$ cat config.mk
export PLATFORM = sky130hd
export DESIGN_NAME = wb_arbiter
export DESIGN_NICKNAME = d
export VERILOG_FILES = /design/src/rtl/wb_pkg.sv /design/src/rtl/wb_track_q.sv /design/src/rtl/wb_arbiter.sv
export SDC_FILE = /design/constraint.sdc
export NUM_CORES = 1
export LEC_CHECK = 0
export CORE_MARGIN = 5
export CORE_UTILIZATION = 50
export DETAILED_ROUTE_END_ITERATION = 10
export PLACE_DENSITY = 0.81
export SYNTH_ARGS = -nofsm -noshare
export SYNTH_HDL_FRONTEND = slang
export SYNTH_SLANG_ARGS = --single-unit
$ cat constraint.sdc
create_clock -name clk -period 8.1 [get_ports clk]
set_input_delay 1.62 -clock clk [delete_from_list [all_inputs] [get_ports clk]]
set_output_delay 1.62 -clock clk [all_outputs]
set_load 0.05 [all_outputs]
$ cat src/rtl/wb_pkg.sv
// Shared types and default sizing for the write-back arbiter and its load tracking queue.
package wb_pkg;

    localparam int unsigned WB_DEPTH = 2;
    localparam int unsigned WB_XLEN  = 32;
    localparam int unsigned WB_NREG  = 32;
    localparam int unsigned WB_PTR_W = (WB_DEPTH > 1) ? $clog2(WB_DEPTH) : 1;

    typedef struct packed {
        logic               valid;
        logic               filled;
        logic [4:0]         rd;
        logic [WB_XLEN-1:0] data;
    } wb_entry_t;

endpackage

$ cat src/rtl/wb_track_q.sv
// Circular queue of outstanding loads: in-order allocation, in-order fill, head retire, busy vector.
module wb_track_q
    import wb_pkg::*;
#(
    parameter int unsigned DEPTH = WB_DEPTH,
    parameter int unsigned XLEN  = WB_XLEN
) (
    input  logic               clk,
    input  logic               reset,
    input  logic               i_push,
    input  logic [4:0]         i_push_rd,
    input  logic               i_rsp,
    input  logic [XLEN-1:0]    i_rsp_data,
    input  logic               i_pop,
    output logic               o_ready,
    output wb_entry_t          o_head,
    output logic [WB_NREG-1:0] o_busy
);

    localparam int unsigned PTR_W = (DEPTH > 1) ? $clog2(DEPTH) : 1;
    localparam int unsigned CNT_W = $clog2(DEPTH + 1);

    wb_entry_t        r_q [DEPTH];
    logic [PTR_W-1:0] r_head;
    logic [PTR_W-1:0] r_tail;
    logic [PTR_W-1:0] r_fill;
    logic [CNT_W-1:0] r_count;

    logic             w_push;
    logic             w_fill;
    logic [WB_NREG-1:0] w_busy;

    function automatic logic [PTR_W-1:0] f_inc(input logic [PTR_W-1:0] p);
        return (p == PTR_W'(DEPTH - 1)) ? '0 : p + PTR_W'(1);
    endfunction

    always_comb begin
        o_ready = (r_count < CNT_W'(DEPTH));
        w_push  = i_push && o_ready;
        // the fill pointer always names the oldest unfilled entry, if any
        w_fill  = i_rsp && r_q[r_fill].valid && !r_q[r_fill].filled;
        o_head  = r_q[r_head];
    end

    always_comb begin
        w_busy = '0;
        for (int i = 0; i < int'(DEPTH); i++) begin
            if (r_q[i].valid && (r_q[i].rd != 5'd0)) begin
                w_busy[r_q[i].rd] = 1'b1;
            end
        end
        o_busy = w_busy;
    end

    // pop is applied after fill so a same-cycle bypassed head ends up invalid
    always_ff @(posedge clk or negedge reset) begin
        if (!reset) begin
            for (int i = 0; i < int'(DEPTH); i++) begin
                r_q[i] <= '0;
            end
            r_head  <= '0;
            r_tail  <= '0;
            r_fill  <= '0;
            r_count <= '0;
        end else begin
            if (w_fill) begin
                r_q[r_fill].filled <= 1'b1;
                r_q[r_fill].data   <= WB_XLEN'(i_rsp_data);
                r_fill             <= f_inc(r_fill);
            end
            if (i_pop) begin
                r_q[r_head].valid  <= 1'b0;
                r_q[r_head].filled <= 1'b0;
                r_head             <= f_inc(r_head);
            end
            if (w_push) begin
                r_q[r_tail] <= '{valid: 1'b1, filled: 1'b0, rd: i_push_rd, data: '0};
                r_tail      <= f_inc(r_tail);
            end
            r_count <= r_count + CNT_W'(w_push) - CNT_W'(i_pop);
        end
    end

`ifndef SYNTHESIS
    a_rsp_has_entry: assert property (@(posedge clk) disable iff (!reset)
        i_rsp |-> (r_q[r_fill].valid && !r_q[r_fill].filled));
`endif

endmodule

$ cat src/rtl/wb_arbiter.sv
// Register-file write-port arbiter (ALU over loads) with load scoreboard stall.
// Optional WB_BYPASS_EN: a response for an unfilled head writes through in the same cycle.
module wb_arbiter
    import wb_pkg::*;
#(
    parameter int unsigned DEPTH = WB_DEPTH,
    parameter int unsigned XLEN  = WB_XLEN
) (
    input  logic            clk,
    input  logic            reset,
    input  logic            alu_wr_i,
    input  logic [4:0]      alu_waddr_i,
    input  logic [XLEN-1:0] alu_wdata_i,
    input  logic            ld_issue_i,
    input  logic [4:0]      ld_rd_i,
    output logic            ld_issue_ready_o,
    input  logic            ld_rsp_valid_i,
    input  logic [XLEN-1:0] ld_rsp_data_i,
    input  logic [4:0]      rs1_i,
    input  logic [4:0]      rs2_i,
    input  logic [4:0]      rd_i,
    output logic            stall_o,
    output logic            reg_wr_c,
    output logic [4:0]      waddr_o,
    output logic [XLEN-1:0] wdata_o
);

    wb_entry_t          w_head;
    logic [WB_NREG-1:0] w_busy;
    logic               w_ready;
    logic               w_alu;
    logic               w_byp;
    logic               w_retire;

    wb_track_q #(.DEPTH(DEPTH), .XLEN(XLEN)) u_track_q (
        .clk        (clk),
        .reset      (reset),
        .i_push     (ld_issue_i),
        .i_push_rd  (ld_rd_i),
        .i_rsp      (ld_rsp_valid_i),
        .i_rsp_data (ld_rsp_data_i),
        .i_pop      (w_retire),
        .o_ready    (w_ready),
        .o_head     (w_head),
        .o_busy     (w_busy)
    );

    // an x0 ALU write frees the port for the head entry
    always_comb begin
        w_alu = alu_wr_i && (alu_waddr_i != 5'd0);
`ifdef WB_BYPASS_EN
        w_byp = !w_alu && w_head.valid && !w_head.filled && ld_rsp_valid_i;
`else
        w_byp = 1'b0;
`endif
        w_retire = (!w_alu && w_head.valid && w_head.filled) || w_byp;
    end

    always_comb begin
        reg_wr_c = w_alu || (w_retire && (w_head.rd != 5'd0));
        waddr_o  = w_alu ? alu_waddr_i : w_head.rd;
        if (w_alu) begin
            wdata_o = alu_wdata_i;
        end else if (w_byp) begin
            wdata_o = ld_rsp_data_i;
        end else begin
            wdata_o = XLEN'(w_head.data);
        end
    end

    always_comb begin
        ld_issue_ready_o = w_ready;
        stall_o          = w_busy[rs1_i] | w_busy[rs2_i] | w_busy[rd_i];
    end

endmodule

==> results.txt <==
----------------------------------------------------
[Placed design]
  Post-detailed-placement half-perimeter wirelength ... 11.3 mm
  Count of buffers from port buffering ... 133
  Global placer's final weighted congestion ... 0.894
  Post-Place Cells ... 862

[Floorplan]
  Horizontal die dimension ... 115 um
  Die height ... 115 um
  Number of placed I/O pins ... 134
  Area inside the core boundary ... 10800 um2
  Die Area ... 13300 um2
  Number of standard-cell rows in the floorplan ... 38
  Effective utilization at floorplan ... 0.511

[Cells and area]
  Relative area change from synthesis to final layout ... 27.1%
  ANT cells ... 0
  Filler cells ... 910
  Multi-input gate area in the final layout ... 3190 um2
  Fraction of final layout cells sized beyond drive strength 1 ... 0.0813
  Final std cells w/o fill ... 878
  Final layout net count ... 829
  Sequential cell area ... 2080 um2

[Power and ir drop]
  Cell area power density ... 330 nW/um2
  Part of the total power dissipated in the clock network ... 0.126
  Switching Fraction ... 0.461
  Leakage ... 0.00282 uW
  Part of the power in combinational logic ... 0.535
  Part of the total power dissipated in sequential elements ... 0.339
  Power dissipated by switching net loads ... 1070 uW
  Internal Power ... 1250 uW
  IR drop worst, VDD ... 252 uV

[CTS]
  TritonCTS clock tree ... built
  Number of buffers added to fix hold violations after cts ... 0
  Setup bufs post-CTS ... 0
  Sinks on Clock Net ... 83
  H-Tree Depth ... 3
  Clock slew seen by the registers of the worst setup and hold paths ... 80 ps
  CTS Root Cell ... clkbuf_8
  Maximum buffer depth of the clock tree ... 2
  Number of gates resized after cts ... 0
  Clk_lat worst skew ... 360 ps
  Number of buffers created by CTS ... 9

[Logic synthesis]
  Flip-flop and latch count after synthesis ... 83
  Share of the yosys chip area belonging to registers ... 0.375
  Mapped Avg Cell Area ... 8.59 um2
  Post-synthesis cell count ... 645
  EDFF count, synth ... 0
  Largest area contributor in the netlist ... dfrtp_1
  Cell types with the largest area share after synthesis ... dfrtp_1 37%, nand2_1 9.8%, a21oi_1 8.9%, mux2i_1 8.3%, mux4_2 5.7%
  FFs w/ async S/R, synth ... 1.00
  Share of Yosys cell area claimed by the top area cell type ... 0.375
  Number of warnings reported in the yosys synthesis log ... 0
  Post-synthesis cell type count ... 55
  Net count of the mapped netlist ... 741
  Commonest register cell after synthesis ... dfrtp_1
  Synthesized cell area ... 5540 um2

[Global routing]
  Antenna violations before repair ... 0
  Maximum number of pins on one net before global-route repair ... 84
  Via count of the first global-routing pass ... 5425
  Sum of overflow across all layers after global routing ... 0
  GR Util All Layers ... 0.248
  Global-route wire length before repair ... 26.6 mm

[Status]
  Outcome ... complete, no violations

[STA]
  Period minus WS final ... 6460 ps
  Tightest hold margin ... 507 ps
  Crit share post-route ... 0.797
  Final clock skew ... 8.05 ps
  Actual transition at the worst max-transition pin ... 1070 ps
  Number of endpoints failing setup at the final stage ... 0
  Max-Slew Margin vs Limit ... 0.290
  Hold violation total from the final report ... 0
  Max-slew violation total from the final report ... 0
  FMAX ... 155 MHz
  Sum Neg Setup Slack ... 0 ps
  RSZ-0062 raised after global routing ... no

[Routing]
  Detail Route Antenna Nets ... 0
  First-iteration detailed-routing DRC count ... 554
  Vias/cell ... 6.09
  DRT Wirelength ... 16.0 mm
  Number of design rule violations left after detail routing ... 0
  Mean routed wirelength per cell ... 18.2 um
  Initial DRT Pass Iterations ... 5
  Total via count in the routed design ... 5351

[Worst setup path]
  Maximum cell stage delay along the critical path ... 830 ps
  Largest fanout on the critical path ... 37
  Cell breakdown of the critical path ... clkdlybuf4s50_1, or4_1, o21ai_4, buf_4, nor2_1, a21oi_1, clkdlybuf4s50_1
  Critical Path Source Type ... primary input
  Top cell by count, worst path ... clkdlybuf4s50_1
  Element type at the critical path end ... output port
  Cell with the largest stage delay on the worst path ... clkdlybuf4s50_1
  Type of the setup path with the least slack ... primary input to output port
  Arrival time at the worst endpoint ... 4840 ps
  Data required time of the worst path ... 6480 ps

[Min path]
  Type of the worst min-delay path ... register to register

[Run]
  Number of maximum-capacitance violations ... 0

----------------------------------------------------
-- cell families after synthesis --
family          Yosys count  synth area share
compound gates          165             0.180
flops                    83             0.375
simple gates            250             0.209
xor+xnor                  3           0.00474
mux                      74             0.171
fa+ha+maj                 2           0.00452
buf+inv                  68            0.0549
-- registers in the layout, summed over array words and instances, names as in the netlist --
signal             cells
u_track_q.r_q         78
u_track_q.r_count      2
u_track_q.r_fill       1
u_track_q.r_head       1
u_track_q.r_tail       1
-- cells in the mapped netlist (all sizes together), types with 2 or more instances --
| library cell | n |
|---|---|
| nand2 | 145 |
| a21oi | 98 |
| dfrtp | 83 |
| mux2i | 46 |
| clkbuf | 41 |
| nor2 | 39 |
| buf | 23 |
| a22oi | 22 |
| mux4 | 15 |
| mux2 | 13 |
| nand3 | 10 |
| nand3b | 9 |
| nor3b | 9 |
| o22ai | 9 |
| and3b | 8 |
| o21ai | 8 |
| nor3 | 6 |
| a211oi | 5 |
| and3 | 4 |
| inv | 4 |
| nand2b | 4 |
| nor2b | 4 |
| o22a | 4 |
| or3b | 4 |
| a221oi | 3 |
| o221ai | 3 |
| a21o | 2 |
| a22o | 2 |
| and2 | 2 |
| ha | 2 |
| o211a | 2 |
| o311ai | 2 |
| xnor2 | 2 |
-- cell usage in the layout, fill, tap and decap left out, types with 5 or more instances in the layout --
cell type	netlist	layout
nor2_1	39	39
a21oi_1	98	98
clkbuf_8	0	10
dfrtp_1	83	82
mux4_2	14	14
nor3_1	6	6
clkdlybuf4s50_1	0	132
nand2_1	145	145
nand3b_1	9	9
o22ai_1	9	9
mux2i_1	46	46
a22oi_1	22	22
and3b_1	8	8
nor3b_1	8	8
mux2_2	13	13
a211oi_1	5	5
buf_4	5	9
nand3_1	10	10
o21ai_0	7	7
-- worst max-delay path, delay by kind of cell --
| kind | cells | cell delay (ps) |
|---|---|---|
| buffers and inverters | 3 | 1700 |
| AO/OA/AOI/OAI | 2 | 850 |
| AND/OR/NAND/NOR | 2 | 660 |
-- final timing paths --
kind	start	to	slack [ps]	cells past startpoint
worst max-delay path	alu_waddr_i[1]	wdata_o[19]	1640	7
worst min-delay path	u_track_q.r_count[1]$_DFF_PN0_	u_track_q.r_count[1]$_DFF_PN0_	510	1
worst max register to register	u_track_q.r_head$_DFFE_PN0P_	u_track_q.r_count[1]$_DFF_PN0_	5800	9
worst min register to register	u_track_q.r_count[1]$_DFF_PN0_	u_track_q.r_count[1]$_DFF_PN0_	510	1
max in group asynchronous	reset	u_track_q.r_head$_DFFE_PN0P_	5900	1
min in group asynchronous	reset	u_track_q.r_q[65]$_DFF_PN0_	1410	1
-- power groups by stage --
stage / logic [uW] / registers (uW) / clock network [uW]
2_1_floorplan: 987 / 684 / 0
3_3_place_gp: 1200 / 772 / 0
3_5_place_dp: 1240 / 788 / 0
4_1_cts: 1240 / 781 / 300
5_1_grt: 1350 / 815 / 316
6_report: 1240 / 787 / 293
-- routing by layer --
| metal | wire length [um] | up-vias | global-route usage |
|---|---|---|---|
| li1 | - | 2465 | - |
| met1 | 6350 | 2611 | 0.305 |
| met2 | 7950 | 247 | 0.426 |
| met3 | 1400 | 28 | 0.0579 |
| met4 | 295 | 0 | 0.0892 |
| met5 | 0 | - | 0 |
-- per-stage QoR --
stage / setup WS, ps / area [um2] / power, uW / utilization
2_1_floorplan: 2490 / 5540 / 1670 / -
3_3_place_gp: 1760 / 6840 / 1970 / 0.631
3_5_place_dp: 1670 / 6840 / 2020 / 0.631
4_1_cts: 1660 / 7040 / 2330 / 0.649
5_1_grt: 1480 / 7040 / 2480 / 0.649
6_report: 1640 / 7040 / 2320 / 0.649
-- area by class of cell --
class	count	area share
sequential	83	0.295
multi-input combinational	494	0.453
timing repair buffer	141	0.197
clock inverter	5	0.00747
tap	140	0.0249
inverter	4	0.00213
clock buffer	11	0.0201
Note: power is estimated with default switching activity, not from simulation.
